--- config.mk ---
export PLATFORM = sky130hd
export DESIGN_NAME = rx_sync_fifo
export DESIGN_NICKNAME = d
export VERILOG_FILES = /design/src/rtl/rx_fifo_pkg.sv /design/src/rtl/rx_fifo_mem.sv /design/src/rtl/rx_sync_fifo.sv
export SDC_FILE = /design/constraint.sdc
export NUM_CORES = 1
export LEC_CHECK = 0
export CAP_MARGIN = 20
export CORE_AREA = 2 2 85 87
export DETAILED_ROUTE_END_ITERATION = 16
export DIE_AREA = 0 0 87 89
export HOLD_SLACK_MARGIN = 0.03
export PLACE_DENSITY = 0.69
export SYNTH_ARGS = -nofsm -noshare
export SYNTH_HDL_FRONTEND = slang
export SYNTH_SLANG_ARGS = --single-unit
--- constraint.sdc ---
create_clock -name clk -period 2.05 [get_ports clk]
set_input_delay 0.205 -clock clk [delete_from_list [all_inputs] [get_ports clk]]
set_output_delay 0.205 -clock clk [all_outputs]
set_load 0.01 [all_outputs]
--- src/rtl/rx_fifo_pkg.sv ---
// rx_fifo_pkg
// Shared defaults and helpers for the rx_sync_fifo codebase slice.
//   RX_FIFO_DATA_W_DEF : default word width
//   RX_FIFO_DEPTH_DEF  : default entry count
//   rx_fifo_ptr_w()    : pointer width for a given depth
package rx_fifo_pkg;

    localparam int RX_FIFO_DATA_W_DEF = 8;
    localparam int RX_FIFO_DEPTH_DEF  = 8;

    // A depth of 1 would give a zero-width pointer, so clamp to one bit.
    function automatic int rx_fifo_ptr_w(input int depth);
        return (depth > 1) ? $clog2(depth) : 1;
    endfunction

endpackage

--- src/rtl/rx_fifo_mem.sv ---
// rx_fifo_mem
// Storage array for rx_sync_fifo. It has one synchronous write port and one
// asynchronous read port. The array is not reset.
// Ports:
//   clk   : write clock
//   we    : write enable
//   waddr : write address
//   wdata : write word
//   raddr : read address
//   rdata : read word, combinational from raddr
module rx_fifo_mem #(
    parameter int DATA_W = 8,
    parameter int DEPTH  = 8,
    parameter int ADDR_W = 3
) (
    input  logic              clk,
    input  logic              we,
    input  logic [ADDR_W-1:0] waddr,
    input  logic [DATA_W-1:0] wdata,
    input  logic [ADDR_W-1:0] raddr,
    output logic [DATA_W-1:0] rdata
);

    logic [DATA_W-1:0] mem [DEPTH];

    always_ff @(posedge clk) begin
        if (we) begin
            mem[waddr] <= wdata;
        end
    end

    assign rdata = mem[raddr];

endmodule

--- src/rtl/rx_sync_fifo.sv ---
// rx_sync_fifo
// Single-clock show-ahead FIFO. Pointers, occupancy and flags are kept here,
// and the storage array is in rx_fifo_mem.
// The optional sticky error flags are enabled by the macro RX_FIFO_ERR_EN.
// Ports:
//   clk          : clock, rising edge
//   rst          : synchronous active-high reset
//   w_enable     : push request
//   w_data       : push word
//   r_enable     : pop request
//   r_data       : head word (show-ahead); 0 while empty
//   full         : count == DEPTH (registered)
//   empty        : count == 0 (registered)
//   almost_full  : count >= AF_LVL (registered)
//   almost_empty : count <= AE_LVL (registered)
//   count        : current occupancy, 0..DEPTH
//   err_clr      : clears overflow/underflow   (RX_FIFO_ERR_EN only)
//   overflow     : sticky, push dropped while full   (RX_FIFO_ERR_EN only)
//   underflow    : sticky, pop requested while empty (RX_FIFO_ERR_EN only)
module rx_sync_fifo
    import rx_fifo_pkg::*;
#(
    parameter int DATA_W = RX_FIFO_DATA_W_DEF,
    parameter int DEPTH  = RX_FIFO_DEPTH_DEF,
    parameter int AF_LVL = DEPTH - 1,
    parameter int AE_LVL = 1
) (
    input  logic                          clk,
    input  logic                          rst,
    input  logic                          w_enable,
    input  logic [DATA_W-1:0]             w_data,
    input  logic                          r_enable,
    output logic [DATA_W-1:0]             r_data,
`ifdef RX_FIFO_ERR_EN
    input  logic                          err_clr,
    output logic                          overflow,
    output logic                          underflow,
`endif
    output logic                          full,
    output logic                          empty,
    output logic                          almost_full,
    output logic                          almost_empty,
    output logic [rx_fifo_ptr_w(DEPTH):0] count
);

    localparam int PTR_W = rx_fifo_ptr_w(DEPTH);
    localparam int CNT_W = PTR_W + 1;

    localparam logic [CNT_W-1:0] DEPTH_CNT = CNT_W'(DEPTH);
    localparam logic [CNT_W-1:0] AF_CNT    = CNT_W'(AF_LVL);
    localparam logic [CNT_W-1:0] AE_CNT    = CNT_W'(AE_LVL);

    logic [PTR_W-1:0]  wr_ptr;
    logic [PTR_W-1:0]  rd_ptr;
    logic [DATA_W-1:0] mem_rdata;
    logic              push;
    logic              pop;
    logic [CNT_W-1:0]  count_nxt;

    // While the FIFO is full, a push is accepted only together with a pop, because the pop frees the slot.
    // A pop while empty is never satisfied from the incoming word.
    assign push = w_enable && (!full || r_enable);
    assign pop  = r_enable && !empty;

    always_comb begin
        count_nxt = count;
        if (push && !pop) begin
            count_nxt = count + CNT_W'(1);
        end else if (pop && !push) begin
            count_nxt = count - CNT_W'(1);
        end
    end

    // The flags are registered from count_nxt so that they change in the same cycle as count.
    always_ff @(posedge clk) begin
        if (rst) begin
            wr_ptr       <= '0;
            rd_ptr       <= '0;
            count        <= '0;
            full         <= 1'b0;
            empty        <= 1'b1;
            almost_full  <= 1'b0;
            almost_empty <= 1'b1;
        end else begin
            if (push) begin
                wr_ptr <= wr_ptr + PTR_W'(1);
            end
            if (pop) begin
                rd_ptr <= rd_ptr + PTR_W'(1);
            end
            count        <= count_nxt;
            full         <= (count_nxt == DEPTH_CNT);
            empty        <= (count_nxt == '0);
            almost_full  <= (count_nxt >= AF_CNT);
            almost_empty <= (count_nxt <= AE_CNT);
        end
    end

`ifdef RX_FIFO_ERR_EN
    logic ovf_set;
    logic udf_set;

    assign ovf_set = w_enable && full && !r_enable;
    assign udf_set = r_enable && empty;

    // If a set event and err_clr happen in the same cycle, the set event wins.
    always_ff @(posedge clk) begin
        if (rst) begin
            overflow  <= 1'b0;
            underflow <= 1'b0;
        end else begin
            if (ovf_set) begin
                overflow <= 1'b1;
            end else if (err_clr) begin
                overflow <= 1'b0;
            end
            if (udf_set) begin
                underflow <= 1'b1;
            end else if (err_clr) begin
                underflow <= 1'b0;
            end
        end
    end
`endif

    // The storage is not reset, so a push during reset must not write to it.
    rx_fifo_mem #(
        .DATA_W (DATA_W),
        .DEPTH  (DEPTH),
        .ADDR_W (PTR_W)
    ) u_mem (
        .clk   (clk),
        .we    (push && !rst),
        .waddr (wr_ptr),
        .wdata (w_data),
        .raddr (rd_ptr),
        .rdata (mem_rdata)
    );

    assign r_data = empty ? '0 : mem_rdata;

endmodule

==> metrics.yaml, run 1 <==
seq_area_sq_um: 2266
dr.pass1.iters: 4
area_growth_syn_to_layout_pct: 21.79
grt-busiest-layer: "met2"
cts_buffer_depth: 2
tightest_slew_ps: 448.5
grt.overflow.total: 0
path_clk_slew_ps: 70
synthesis.nets: 210
antenna_found_initial: 0
dpl_cell_area_sq_um: 3835
grtUsageMet2: 0.2762
cts_tree: "yes"
path_class: "register to output port"
ctsHoldBuffers: 0
finalWirelength_um: 5894
vias: 1780
hold_slack_ps: 495.1
grt_pass1_wl_um: 9135
root_buffer: "clkbuf_8"
worst_slack_ps: 114.2
routedWlPerCell_um: 17.70
rsz0062_at_grt: "no"
dp_hpwl_um: 4017
multi_input_area_sq_um: 993.5
pre_cts_ws_ps: -37.63
drtIter0Drc: 81
p_per_area_nw_per_um2: 880.1
avgSynthCellArea_sq_um: 16.99
post_drt_via_cell_ratio: 5.345
use_met3: 0.03601
period_minus_slack_ps: 1936
cp_max_fo: 8
ys_seq_area_frac: 0.6864
period_share: 0.9443
hold_class: "register to register"
numClockSinks: 81
antenna_cells: 0
cp_data_arrival_time_ps: 1730
die_y_um: 89
grt_max_degree: 17
relSlewSlack: 0.6989
rows: 30
h-tree-depth: 3
ys.warnings.count: 0
syn_area_sq_um: 3296
maxSlewViolCount: 0
place.gp.congestion: 0.7989
crit_path_end_kind: "output port"
die_area_sq_um: 7743
synth-main-ff-cell: "edfxtp_1"
grt_use_met1: 0.2168
max-vdd-ir-drop_v: 0.0005498
drive_gt1_frac: 0.3083
place.port_buffers: 27
cts_buffers: 9
die_w_um: 87
initial_utilization: 0.4905
nNetsFinal: 264
required_ps: 1850
synth_seq_cells: 81
drv_cap: 0
setup_viol: 0
gr-usage-all-layers: 0.1684
drtAntennaViolNets: 0
netlist_instances: 194
synthDistinctLibCells: 38
drc_errors: 0
io_pins: 28
core_sq_um: 6719
setup_tns_ps: 0
worstSetupStartpointType: "register"
fmax_mhz: 516.6
hold_viol: 0
grt_pass1_vias: 1741
clock_skew_ps: 13.15
synth_edf_count: 64
clk_latency_ps: 340
status: "finished, final reports clean"
fillers: 514
fin_area_sq_um: 4014
async_flop_share: 0
p_leak_nw: 1.366
finish.utilization: 0.5974
cells by family (layout without fill, tap and decap cells):
family          count (synthesis)  after routing  synth area share
simple gates                   55             55           0.09226
fa+ha+maj                       4              4           0.01519
compound gates                 12             12           0.03379
mux                            25             25            0.1382
xor+xnor                        6              6           0.01823
flops                          81             81            0.6864
buf+inv                        11             70           0.01594
where the power goes:
| group | switching, mW | internal, mW | total [mW] | leakage, nW |
|---|---|---|---|---|
| Clock | 0.535 | 0.561 | 1.10 | 0.0933 |
| Sequential | 0.0422 | 1.82 | 1.87 | 0.718 |
| Combinational | 0.263 | 0.307 | 0.570 | 0.555 |
registers in the layout, summed over array words and instances, names as in the netlist, named ones only:
register and cells:
count 4, almost_empty 1, empty 1, almost_full 1
wr_ptr 3, rd_ptr 3, u_mem.mem 64, full 1
cell type report:
class                      count  share of cell area
tap                           80             0.02494
sequential                    81              0.5645
multi-input combinational    102              0.2475
clock inverter                 5             0.01403
timing repair buffer          51              0.1135
inverter                       3            0.002805
clock buffer                  11             0.03273
layout by cell type (no fill, tap or decap), types with 2 or more instances in the layout:
| cell | synthesis | layout |
|---|---|---|
| nand3_1 | 2 | 2 |
| clkinv_2 | 0 | 2 |
| xor2_1 | 2 | 2 |
| nand2_1 | 11 | 11 |
| buf_12 | 0 | 2 |
| nor4_2 | 0 | 2 |
| a211oi_2 | 2 | 2 |
| inv_1 | 3 | 3 |
| clkbuf_8 | 0 | 9 |
| mux2i_1 | 8 | 8 |
| clkdlybuf4s50_1 | 0 | 19 |
| and2_1 | 2 | 2 |
| a21oi_1 | 4 | 4 |
| xnor2_1 | 3 | 3 |
| mux4_2 | 16 | 16 |
| nor2_1 | 21 | 21 |
| ha_1 | 4 | 4 |
| nor2b_1 | 2 | 2 |
| and2_4 | 2 | 2 |
| edfxtp_1 | 64 | 64 |
| clkbuf_1 | 1 | 2 |
| nand2b_1 | 5 | 5 |
| dfxtp_1 | 17 | 16 |
| buf_4 | 2 | 21 |
| clkbuf_2 | 0 | 7 |
worst max-delay path, stage by stage (launching register included):
cell	delay (ps)
dfxtp_4	400
buf_12	150
mux4_2	500
mux2i_1	160
nor2_1	50
buf_2	130
metrics by stage:
step	cells	total power, mW
floorplan	194	2.232
finish	333	3.533
global placement	316	2.475
detailed placement	316	2.483
global route	333	3.691
CTS	333	3.581
per-layer routing:
metal / up-vias / routed length (um)
li1: 850 / -
met1: 888 / 2599
met2: 34 / 3014
met3: 8 / 188
met4: 0 / 91
met5: - / 0
final timing paths:
path / start / to / slack, ps / depth (start not counted)
worst min register to register: rd_ptr[1] / register / 500 / 2
worst max register to register: count[0] / almost_full / 340 / 7
worst min-delay path: rd_ptr[1] / register / 500 / 2
worst max-delay path: register / r_data[1] / 110 / 5
cell usage after synthesis (3+ instances only):
library cell / instances / area share
inv_1: 3 / 0.0034
nand2b_1: 5 / 0.0095
ha_1: 4 / 0.015
mux2i_1: 8 / 0.024
nor2_1: 21 / 0.024
xnor2_1: 3 / 0.0080
edfxtp_1: 64 / 0.58
dfxtp_1: 17 / 0.10
buf_2: 3 / 0.0046
mux4_2: 16 / 0.11
a21oi_1: 4 / 0.0061
nand2_1: 11 / 0.013
timing repair:
item                                    4_1_cts  5_1_grt
gates cloned                                  1        0
resized for setup                            21        7
setup buffers                                 0        0
endpoints found under the setup margin        8        7
(Power assumes the default switching activity.)
==> inputs of run 2 (changes only) <==
--- a/config.mk
+++ b/config.mk
@@ -9,8 +9,8 @@
 export CORE_AREA = 2 2 85 87
 export DETAILED_ROUTE_END_ITERATION = 16
 export DIE_AREA = 0 0 87 89
+export DONT_BUFFER_PORTS = 1
 export HOLD_SLACK_MARGIN = 0.03
-export PLACE_DENSITY = 0.69
 export SYNTH_ARGS = -nofsm -noshare
 export SYNTH_HDL_FRONTEND = slang
 export SYNTH_SLANG_ARGS = --single-unit
==> metrics.yaml, run 2 (synthesized netlist as in run 1, its figures left out) <==
status: "finished, final reports clean"  # unchanged
setup_tns_ps: 0  # unchanged
hold_class: "input pin to register"  # was register to register
cts_tree: "yes"  # unchanged
grt.overflow.total: 0  # unchanged
critPathSlowestCell: "mux4_2"  # unchanged
setup_viol: 0  # unchanged
max-vdd-ir-drop_v: 0.0005362  # was 0.0005498 V
path_clk_slew_ps: 80  # was 70 ps
initial_utilization: 0.4905  # unchanged
nNetsFinal: 240  # was 264
antenna_found_initial: 0  # unchanged
required_ps: 1850  # about the same
tightest_slew_ps: 564.5  # was 448.5 ps
rows: 30  # unchanged
cp_max_fo: 6  # was 8
period_share: 0.9392  # was 0.9443
p_per_area_nw_per_um2: 938.0  # was 880.1 nW/um^2
numClockSinks: 81  # unchanged
post_drt_via_cell_ratio: 5.570  # was 5.345
die_area_sq_um: 7743  # unchanged
drc_errors: 0  # unchanged
die_w_um: 87  # unchanged
drive_gt1_frac: 0.2707  # was 0.3083
grt_max_degree: 17  # unchanged
antenna_cells: 0  # unchanged
grt_pass1_wl_um: 9625  # was 9135 um
fillers: 528  # was 514
reg_top3: "u_mem.mem: 64 flops, count: 4 flops"  # unchanged
p_leak_nw: 1.266  # was 1.366 nW
max_stage_delay_ps: 500  # about the same
drtIter0Drc: 99  # was 81
clk_latency_ps: 340  # about the same
crit_path_end_kind: "output port"  # unchanged
postCtsSetupBuffers: 0  # unchanged
cp_data_arrival_time_ps: 1720  # was 1730 ps
drv_cap: 0  # unchanged
crit_chain: "buf_4 > mux4_2 > mux2i_1 > nor2_1"  # was buf_12 > mux4_2 > mux2i_1 > nor2_1 > buf_2
period_minus_slack_ps: 1925  # was 1936 ps
crit_family: "multiplexers"  # unchanged
cts_buffer_depth: 2  # unchanged
h-tree-depth: 3  # unchanged
finalWirelength_um: 6207  # was 5894 um
rsz0062_at_grt: "no"  # unchanged
relSlewSlack: 0.6231  # was 0.6989
routedWlPerCell_um: 20.09  # was 17.70 um
worstSetupStartpointType: "register"  # unchanged
path_class: "register to output port"  # unchanged
maxSlewViolCount: 0  # unchanged
finish.utilization: 0.5657  # was 0.5974
dp_hpwl_um: 4203  # was 4017 um
gr-usage-all-layers: 0.1731  # was 0.1684
core_sq_um: 6719  # unchanged
place.port_buffers: 0  # was 27
cts_buffers: 9  # unchanged
area_growth_syn_to_layout_pct: 15.34  # was 21.79%
vias: 1721  # was 1780
io_pins: 28  # unchanged
layout_common_cells: "64 x edfxtp_1, 21 x nor2_1, 17 x dfxtp_1, 17 x buf_4, 16 x mux4_2"  # was 64 x edfxtp_1, 21 x nor2_1, 21 x buf_4
grt_pass1_vias: 1787  # was 1741
largest_register_ffs: 64  # unchanged
final_common_cell: "edfxtp_1"  # unchanged
regMostFlops: "u_mem.mem"  # unchanged
clock_skew_ps: 10.47  # was 13.15 ps
place.gp.congestion: 0.7534  # was 0.7989
die_y_um: 89  # unchanged
hold_viol: 0  # unchanged
root_buffer: "clkbuf_8"  # unchanged
dr.pass1.iters: 4  # unchanged
drtAntennaViolNets: 0  # unchanged
critPathBufInv: 1  # was 2
fmax_mhz: 519.4  # was 516.6 MHz
-- run 2: cell types whose count changed in the layout (fill, tap and decap cells not counted), sizes merged --
cell / change
clkdlybuf4s50: -19
dlygate4sd3: +9
clkbuf: -8
buf: -7
bufinv: +1
clkinv: -1
inv: +1
-- run 2: final cells by class --
cell class	instances	area, sq um	share of cell area
well taps	80	100.1	0.02633
multi-input cells	102	980.9	0.2581
flip-flops and latches	81	2262	0.5951
repair buffers	27	229.0	0.06024
clock buffers	10	127.6	0.03357
inverters	3	11.26	0.002962
clock inverters	6	90.09	0.02370
-- run 2: final timing paths --
kind	start	end	cells after the start	slack, ps
min	rst	empty	2	50
max reg2reg	empty	empty	5	270
min reg2reg	wr_ptr[0]	wr_ptr[0]	2	500
max	register	r_data[4]	4	120
-- run 2: power breakdown --
group	switching [mW]	internal, mW
registers	0.0452	1.82
clock network	0.555	0.691
logic	0.241	0.211
-- run 2: what timing repair did --
item                       4_1_cts  5_1_grt
resized for setup                0        1
setup endpoints to repair        0        2
hold buffers                     9        0
hold endpoints to repair        73        0
-- run 2: per-layer routing --
layer  track usage  routed length, um
met5             0                  0
met3       0.04801                235
met1        0.2226               2795
met4       0.07386                 88
met2        0.2790               3087
-- run 2: metrics by stage --
stage,instances,instance area (sq um),worst slack [ps],hold WS (ps),power [mW]
2_1_floorplan,194,3296,81.13,303.9,2.232
3_3_place_gp,284,3490,400.6,277.4,2.314
3_5_place_dp,284,3490,282.4,279.9,2.333
4_1_cts,309,3797,57.85,35.51,3.594
5_1_grt,309,3801,18.23,66.95,3.720
6_report,309,3801,124.5,46.18,3.565
-- run 2: worst reg2reg max path, stage by stage, from the launching register on --
cell,delay [ps]
dfxtp_1,380
buf_4,220
nor4bb_1,460
a41oi_2,100
xnor2_2,210
o41ai_2,330
